**src/rtl/tdm_receiver.sv**
```systemverilog
// tdm_receiver: splits the shared 2-bit symbol line into channels A and B
// by the upstream selector bit. Each channel packs its symbols MSB-first
// into words of 2*NSYM bits. Each channel also keeps a mid-word idle timeout,
// a sticky error flag and a completed-word counter.
//
// Handshake: a symbol is transferred on every rising clk_2 edge where
// sym_valid is high. There is no backpressure. The symbol belongs to channel
// B when sel is 1, and to channel A otherwise. valid_a/valid_b are
// single-cycle strobes that come out one edge after the completing symbol
// is sampled.
module tdm_receiver #(
  parameter int NSYM    = 4,
  parameter int TIMEOUT = 16,
  parameter int CNTW    = 8
) (
  input  logic            clk_2,
  input  logic            reset,
  input  logic            sel,
  input  logic [1:0]      sym_in,
  input  logic            sym_valid,
  input  logic            clr,
  output logic [7:0]      word_a,
  output logic [7:0]      word_b,
  output logic            valid_a,
  output logic            valid_b,
  output logic            busy_a,
  output logic            busy_b,
  output logic            err_a,
  output logic            err_b,
  output logic [CNTW-1:0] words_a,
  output logic [CNTW-1:0] words_b
);

  localparam int WW = 2 * NSYM;               // assembled word width
  localparam int CW = (NSYM > 2) ? $clog2(NSYM) : 1;
  localparam int TW = $clog2(TIMEOUT + 1);

  // Per-channel state. The state is visible outside as busy_c, which is
  // high exactly when the channel is in S_COLLECT.
  typedef enum logic {
    S_IDLE    = 1'b0,
    S_COLLECT = 1'b1
  } ch_state_e;

  logic [WW-1:0]   w_word  [2];
  logic            w_valid [2];
  logic            w_busy  [2];
  logic            w_err   [2];
  logic [CNTW-1:0] w_words [2];

  for (genvar g = 0; g < 2; g++) begin : gen_ch
    localparam logic CH_SEL = (g == 1);

    ch_state_e       r_state, w_state_nxt;
    // Only the low WW-2 bits of the shift register are ever read, so only
    // those bits are stored.
    logic [WW-3:0]   r_shreg, w_shreg_nxt;
    logic [CW-1:0]   r_count, w_count_nxt;
    logic [TW-1:0]   r_timer, w_timer_nxt;
    logic [WW-1:0]   r_word;
    logic            r_valid;
    logic            r_err;
    logic [CNTW-1:0] r_words;

    logic            w_hit;
    logic [WW-1:0]   w_shifted;
    logic            w_complete;
    logic            w_timeout;

    assign w_hit     = sym_valid && (sel == CH_SEL);
    assign w_shifted = {r_shreg, sym_in};

    // FSM state register plus the datapath that goes with it
    always_ff @(posedge clk_2 or negedge reset) begin
      if (!reset) begin
        r_state <= S_IDLE;
        r_shreg <= '0;
        r_count <= '0;
        r_timer <= '0;
      end else begin
        r_state <= w_state_nxt;
        r_shreg <= w_shreg_nxt;
        r_count <= w_count_nxt;
        r_timer <= w_timer_nxt;
      end
    end

    // Next state: collect symbols, finish a word, or abort on idle timeout
    always_comb begin
      w_state_nxt = r_state;
      w_shreg_nxt = r_shreg;
      w_count_nxt = r_count;
      w_timer_nxt = r_timer;
      w_complete  = 1'b0;
      w_timeout   = 1'b0;
      case (r_state)
        S_IDLE: begin
          w_timer_nxt = '0;
          if (w_hit) begin
            w_shreg_nxt = w_shifted[WW-3:0];
            w_count_nxt = CW'(1);
            w_state_nxt = S_COLLECT;
          end
        end
        S_COLLECT: begin
          if (w_hit) begin
            w_shreg_nxt = w_shifted[WW-3:0];
            w_timer_nxt = '0;
            if (r_count == CW'(NSYM - 1)) begin
              w_count_nxt = '0;
              w_complete  = 1'b1;
              w_state_nxt = S_IDLE;
            end else begin
              w_count_nxt = r_count + CW'(1);
            end
          end else if (r_timer == TW'(TIMEOUT - 1)) begin
            // A symbol in this same cycle would have been taken above
            w_shreg_nxt = '0;
            w_count_nxt = '0;
            w_timer_nxt = '0;
            w_timeout   = 1'b1;
            w_state_nxt = S_IDLE;
          end else begin
            w_timer_nxt = r_timer + TW'(1);
          end
        end
        default: begin
          w_state_nxt = S_IDLE;
          w_shreg_nxt = '0;
          w_count_nxt = '0;
          w_timer_nxt = '0;
        end
      endcase
    end

    // Word output, completion strobe, sticky error and word counter.
    // When clr and an event on this channel happen in the same cycle,
    // the event wins.
    always_ff @(posedge clk_2 or negedge reset) begin
      if (!reset) begin
        r_word  <= '0;
        r_valid <= 1'b0;
        r_err   <= 1'b0;
        r_words <= '0;
      end else begin
        r_valid <= w_complete;
        if (w_complete) begin
          r_word <= w_shifted;
        end
        if (w_timeout) begin
          r_err <= 1'b1;
        end else if (clr) begin
          r_err <= 1'b0;
        end
        if (w_complete) begin
          r_words <= clr ? CNTW'(1) : r_words + CNTW'(1);
        end else if (clr) begin
          r_words <= '0;
        end
      end
    end

    assign w_word[g]  = r_word;
    assign w_valid[g] = r_valid;
    assign w_busy[g]  = (r_state == S_COLLECT);
    assign w_err[g]   = r_err;
    assign w_words[g] = r_words;
  end

  assign word_a  = w_word[0];
  assign word_b  = w_word[1];
  assign valid_a = w_valid[0];
  assign valid_b = w_valid[1];
  assign busy_a  = w_busy[0];
  assign busy_b  = w_busy[1];
  assign err_a   = w_err[0];
  assign err_b   = w_err[1];
  assign words_a = w_words[0];
  assign words_b = w_words[1];

endmodule

```
**config.mk**
```make
export PLATFORM = sky130hd
export DESIGN_NAME = tdm_receiver
export DESIGN_NICKNAME = d
export VERILOG_FILES = /design/src/rtl/tdm_receiver.sv
export SDC_FILE = /design/constraint.sdc
export NUM_CORES = 1
export LEC_CHECK = 0
export CORE_ASPECT_RATIO = 1.1
export CORE_MARGIN = 8
export CORE_UTILIZATION = 39
export CTS_CLUSTER_DIAMETER = 50
export DETAILED_ROUTE_END_ITERATION = 12
export GPL_TIMING_DRIVEN = 0
export PLACE_DENSITY_LB_ADDON = 0.08
export SKIP_CTS_REPAIR_TIMING = 1
export SLEW_MARGIN = 20
export SYNTH_ARGS = -nofsm -noshare
export SYNTH_HDL_FRONTEND = slang
export SYNTH_SLANG_ARGS = --single-unit
export TNS_END_PERCENT = 30
```
**constraint.sdc**
```tcl
create_clock -name clk_2 -period 1.9 [get_ports clk_2]
set_input_delay 0.38 -clock clk_2 [delete_from_list [all_inputs] [get_ports clk_2]]
set_output_delay 0.38 -clock clk_2 [all_outputs]
set_load 0.02 [all_outputs]
```
# [After elaboration in Yosys (flattened, before gate mapping)]
# Cells that the tools add are included.
[op_classes] n_addsub=6 n_mul=0 n_div=0 n_lt_le_gt_ge=0 n_eq_ne=8 n_shift=0 muxes=54 bitwise_logic=3 reduce_logical=8
[op_table] cell="two-way mux 8 bit" n=5
[op_table] cell="two-way mux 6 bit" n=6
[op_table] cell="one-hot mux 6 bit (2 select lines)" n=2
[op_table] cell="two-way mux 1 bit" n=23
[op_table] cell="two-way mux 5 bit" n=4
[op_table] cell="one-hot mux 5 bit (2 select lines)" n=2
[op_table] cell="adder 8 x 1 -> 8 bit, second input constant" n=2
[op_table] cell="two-way mux 2 bit" n=8
[op_table] cell="adder 5 x 1 -> 5 bit, second input constant" n=2
[op_table] cell="equality test 5 x 4 -> 1 bit, second input constant" n=2
[op_table] cell="one-hot mux 2 bit (2 select lines)" n=2
[op_table] cell="nonzero test 2 bit" n=4
[op_table] cell="!= test 3 x 1 -> 1 bit, second input constant" n=2
[op_table] cell="adder 2 x 1 -> 2 bit, second input constant" n=2
[op_table] cell="equality test 2 bit, second input constant" n=2
[op_table] cell="!= test 2 bit, second input constant" n=2
[op_table] cell="one-hot mux 1 bit (2 select lines)" n=2
[op_table] cell="AND reduction 2 bit" n=2
[op_table] cell="inverter 1 bit" n=3
[op_table] cell="logical AND 1 bit" n=2
[totals] reg_bits=64 latchBits=0 ram_bits=0 mem_bits_ro=0 inputBits=7 out_inout_bits=38 word_cells=95 n_memories=0

# [Logic depth before layout (Yosys ltp)]
[depth] ltp_word=5 ltp_mapped=6 ltp_nobuf=4

# [Least setup slack after synthesis]
# No wires, ideal clock.
[synth_path] path_kind="register to register" start="register gen_ch[0].r_state, in the netlist busy_a" end="register gen_ch[0].r_words[4], in the netlist words_a[4]" setup_time_ns=0.078 arrival_time_ns=1.502 path_slack_ns=0.320 path_stages_with_launch=6 path_buffers=2 period_less_slack_ns=1.580 path_cell_list="dfrtp_1 -> buf_2 -> nand4b_4 -> buf_6 -> or4_1 -> a21oi_1"
[synth_between] elab_chain_cells=2 word_cells_on_any_way=3 classes_between="mux: 2; reduce/logical: 1"
[synth_lines] item="from (decl)" line_no="54" text="ch_state_e r_state, w_state_nxt;"
[synth_lines] item="from (signal assigned)" line_no="81" text="r_state <= w_state_nxt;"
[synth_lines] item="two-way mux 1 bit (*)" line_no="96" text="case (r_state)"
[synth_lines] item="two-way mux 8 bit or nonzero test 2 bit (tied branches)"
[synth_lines] item="to (signal assigned)" line_no="156" text="r_words <= clr ? CNTW'(1) : r_words + CNTW'(1);"
[synth_lines] item="to (decl)" line_no="63" text="logic [CNTW-1:0] r_words;"
# Every way passes the cells marked *; elsewhere a longest branch is shown, timed or not.
# A chain may end at the register's enable or synchronous reset.

# [Final worst setup path]
[layout_path] start="register gen_ch[1].r_words[3], in the netlist words_b[3]" end="output words_b[3]"
[layout_rtl] item="from (decl)" line_no="63"
[layout_rtl] item="from (signal assigned)" line_no="156"
[layout_rtl] item="to (decl)" line_no="31" text="output logic [CNTW-1:0] words_b"
# No word-level cell between the ends.

==> reports/metrics.cfg <==
[timing]
worstMarginPinSlew_ns=0.489
rsz0062_at_grt=true
post-route-worst-setup-slack_ns=0.0990
layout_min_cycle_time_ns=1.80
worst_slew_margin_rel_pct=67.4
min_period_over_period_pct=94.8
max_freq_mhz=555
final_hold_viol_count=0
final_max_slew_viol_count=0
finalSetupViolations=0
skew_ns=0.00722

[critical_path]
slowest_stage=clkdlybuf4s50_1
crit_arrival_ns=1.42
crit_buf_inv=1
cpPeakStageDelay_ns=0.64
cp_top_family=buffers and inverters
path_class=register to output port
crit_path_max_fanout=7
worstReg2RegStart=gen_ch[1].r_count[0]
critPathLaunchType=register
critPathLaunch=words_b[3]
cp.required_ns=1.52
crit_path_end_kind=output port
path_cells=clkdlybuf4s50_1

[layout]
insertedDiodeCount=0
final_cell_area_sq_um=3510
drive_gt1_share_pct=11.8
final_cell_mix=dfrtp_1, nand2_1, clkdlybuf4s50_1
area_growth_pct=28.8
layout.cells.most_common=dfrtp_1
fill_cells=642
final_nets=322

[synth]
syn_inst=253
synth_edf_count=0
ys_ff_latch=64
synthesis.nets=266
yosysUniqueCellTypes=29
async_reset_ff_share_pct=100
synthFlopType=dfrtp_1
synth_area_per_cell_sq_um=10.8
synth_seq_area_share_pct=58.7
netlist_area_sq_um=2730
yosys_warnings=0

[clocking]
clock-sinks=64
cts_root_buffer=clkbuf_8
cts_made_buffers=9
htreeDepth=3
path_clk_slew_ns=0.07
clockBufferDepth=2
clk-insertion-delay-late_ns=0.34
cts_tree=built

[place]
dpl_worst_slack_ns=-0.257
io_buffers=43
gp_congestion=0.737
dp_hpwl_um=4000
place_area_sq_um=3280

[global_routing]
grt_pass1_wl_um=9760
grt_max_degree=42
antenna_found_initial=0
track_usage_pct=12.6
grt_pass1_vias=2012
overflow=0

[drt]
top_layer=met4
routedLengthMet1_um=2940
ant_nets=0
drcViolationCount=0
drtIter0Drc=73
met2_length_um=2500
num_vias=2020
finalWirelength_um=5950
avgViaCountPerCell=5.06
drt_first_pass_iters=4
wl_per_cell_um=14.9
wl_met3_um=385

[flow_run]
drv_cap=0

[power]
leakagePower_nw=1.57
p_seq_share_pct=43.8
ir_drop_uv=652
clkPwrFrac_pct=31.2
power.density_nw_per_um2=1150
intPower_w=0.00287
p_sw_share_pct=29.2
p_switching_w=0.00119
pwr-share-comb_pct=25.0

[outcome]
status=finished, final reports clean

[worst_hold_path]
hp-start=gen_ch[0].r_timer[0]
hold_path.class=register to register

[floorplanning]
die_h_um=104
core_area_sq_um=6890
fp.dieW_um=95.7
rows=32
pin_count=45
initial_core_util_pct=39.6
dieArea_sq_um=9930

[kinds of logic after synthesis]
family	after synthesis	synth area share, %
xor gates and xnor gates	6	1.93
DFF	64	58.7
AOI/OAI and AO/OA	45	9.13
buffers and inverters	21	3.30
muxes	18	7.34
and+or+nand+nor	93	16.8
adders and majority gates	6	2.75
[worst register-to-register path: stages, from the launching register on]
cell,delay [ns]
dfrtp_1,0.41
ha_1,0.24
nand4_1,0.17
clkbuf_1,0.40
mux2_2,0.39
[sequential cells by signal, indices dropped and copies added, names as in the netlist, 4 cells and up]
register and cells:
words_b 8, word_b 8, gen_ch.r_shreg 12, gen_ch.r_count 4, word_a 8, words_a 8
gen_ch.r_timer 10
[per-layer routing]
layer  global-route usage, %  vias to the layer above
met5                       0                        -
li1                        -                      991
met3                    3.83                        9
met4                    7.26                        0
met1                    16.5                      975
met2                    17.7                       45
[metrics by stage]
stage / hold WS [ns] / util, % / setup TNS [ns] / total power (W) / instances
after floorplan: 0.0844 / - / 0 / 0.00234 / 253
after global placement: 0.454 / 47.4 / -117.61 / 0.00281 / 381
after detailed placement: 0.310 / 47.7 / -3.59 / 0.00283 / 382
after CTS: -0.0594 / 50.8 / 0 / 0.00411 / 398
after global routing: 0.495 / 51.0 / -0.00225 / 0.00428 / 399
final: 0.467 / 51.0 / 0 / 0.00406 / 399
[final timing paths]
kind	end	slack, ns	depth (start not counted)
max	words_b[3]	0.1	1
min	gen_ch[0].r_timer[0]	0.47	1
max reg2reg	word_b[6]	0.18	4
min reg2reg	gen_ch[0].r_timer[0]	0.47	1
max in group asynchronous	gen_ch[0].r_shreg[3]	0.89	3
min in group asynchronous	valid_a	0.48	2
[Yosys cell counts (2+ instances only)]
cell,count,area (sq um)
xnor2_1,4,35.0
nor2_1,12,45.0
o21ai_0,22,110
or4_1,8,60.1
o31ai_1,8,60.1
nand4b_1,2,17.5
buf_2,3,15.0
nand2_1,43,161
mux2_2,15,169
xor2_1,2,17.5
nand3_1,14,70.1
nand4_1,3,18.8
or3_1,4,25.0
a21oi_1,12,60.1
o22ai_1,2,12.5
nor2b_1,3,18.8
ha_1,6,75.1
dfrtp_1,64,1600
inv_1,10,37.5
mux2i_1,2,20.0
clkbuf_1,6,22.5
[power groups by stage]
| stage | sequential, W | clock [W] | combinational [W] |
|---|---|---|---|
| 2_1_floorplan | 0.00198 | 0 | 0.000353 |
| 3_3_place_gp | 0.00179 | 0 | 0.00102 |
| 3_5_place_dp | 0.00180 | 0 | 0.00103 |
| 4_1_cts | 0.00178 | 0.00129 | 0.00103 |
| 5_1_grt | 0.00182 | 0.00135 | 0.00111 |
| 6_report | 0.00178 | 0.00126 | 0.00101 |
[layout make-up]
type	count	area (sq um)	share of cell area, %
Sequential cell	64	1600	45.6
Multi-Input combinational cell	168	1040	29.5
Timing Repair Buffer	45	460	13.1
Clock buffer	14	183	5.20
Tap cell	85	106	3.03
Buffer	11	52.6	1.50
Inverter	10	37.5	1.07
Clock inverter	2	35.0	0.998
Note: power is estimated with default switching activity, not from simulation.
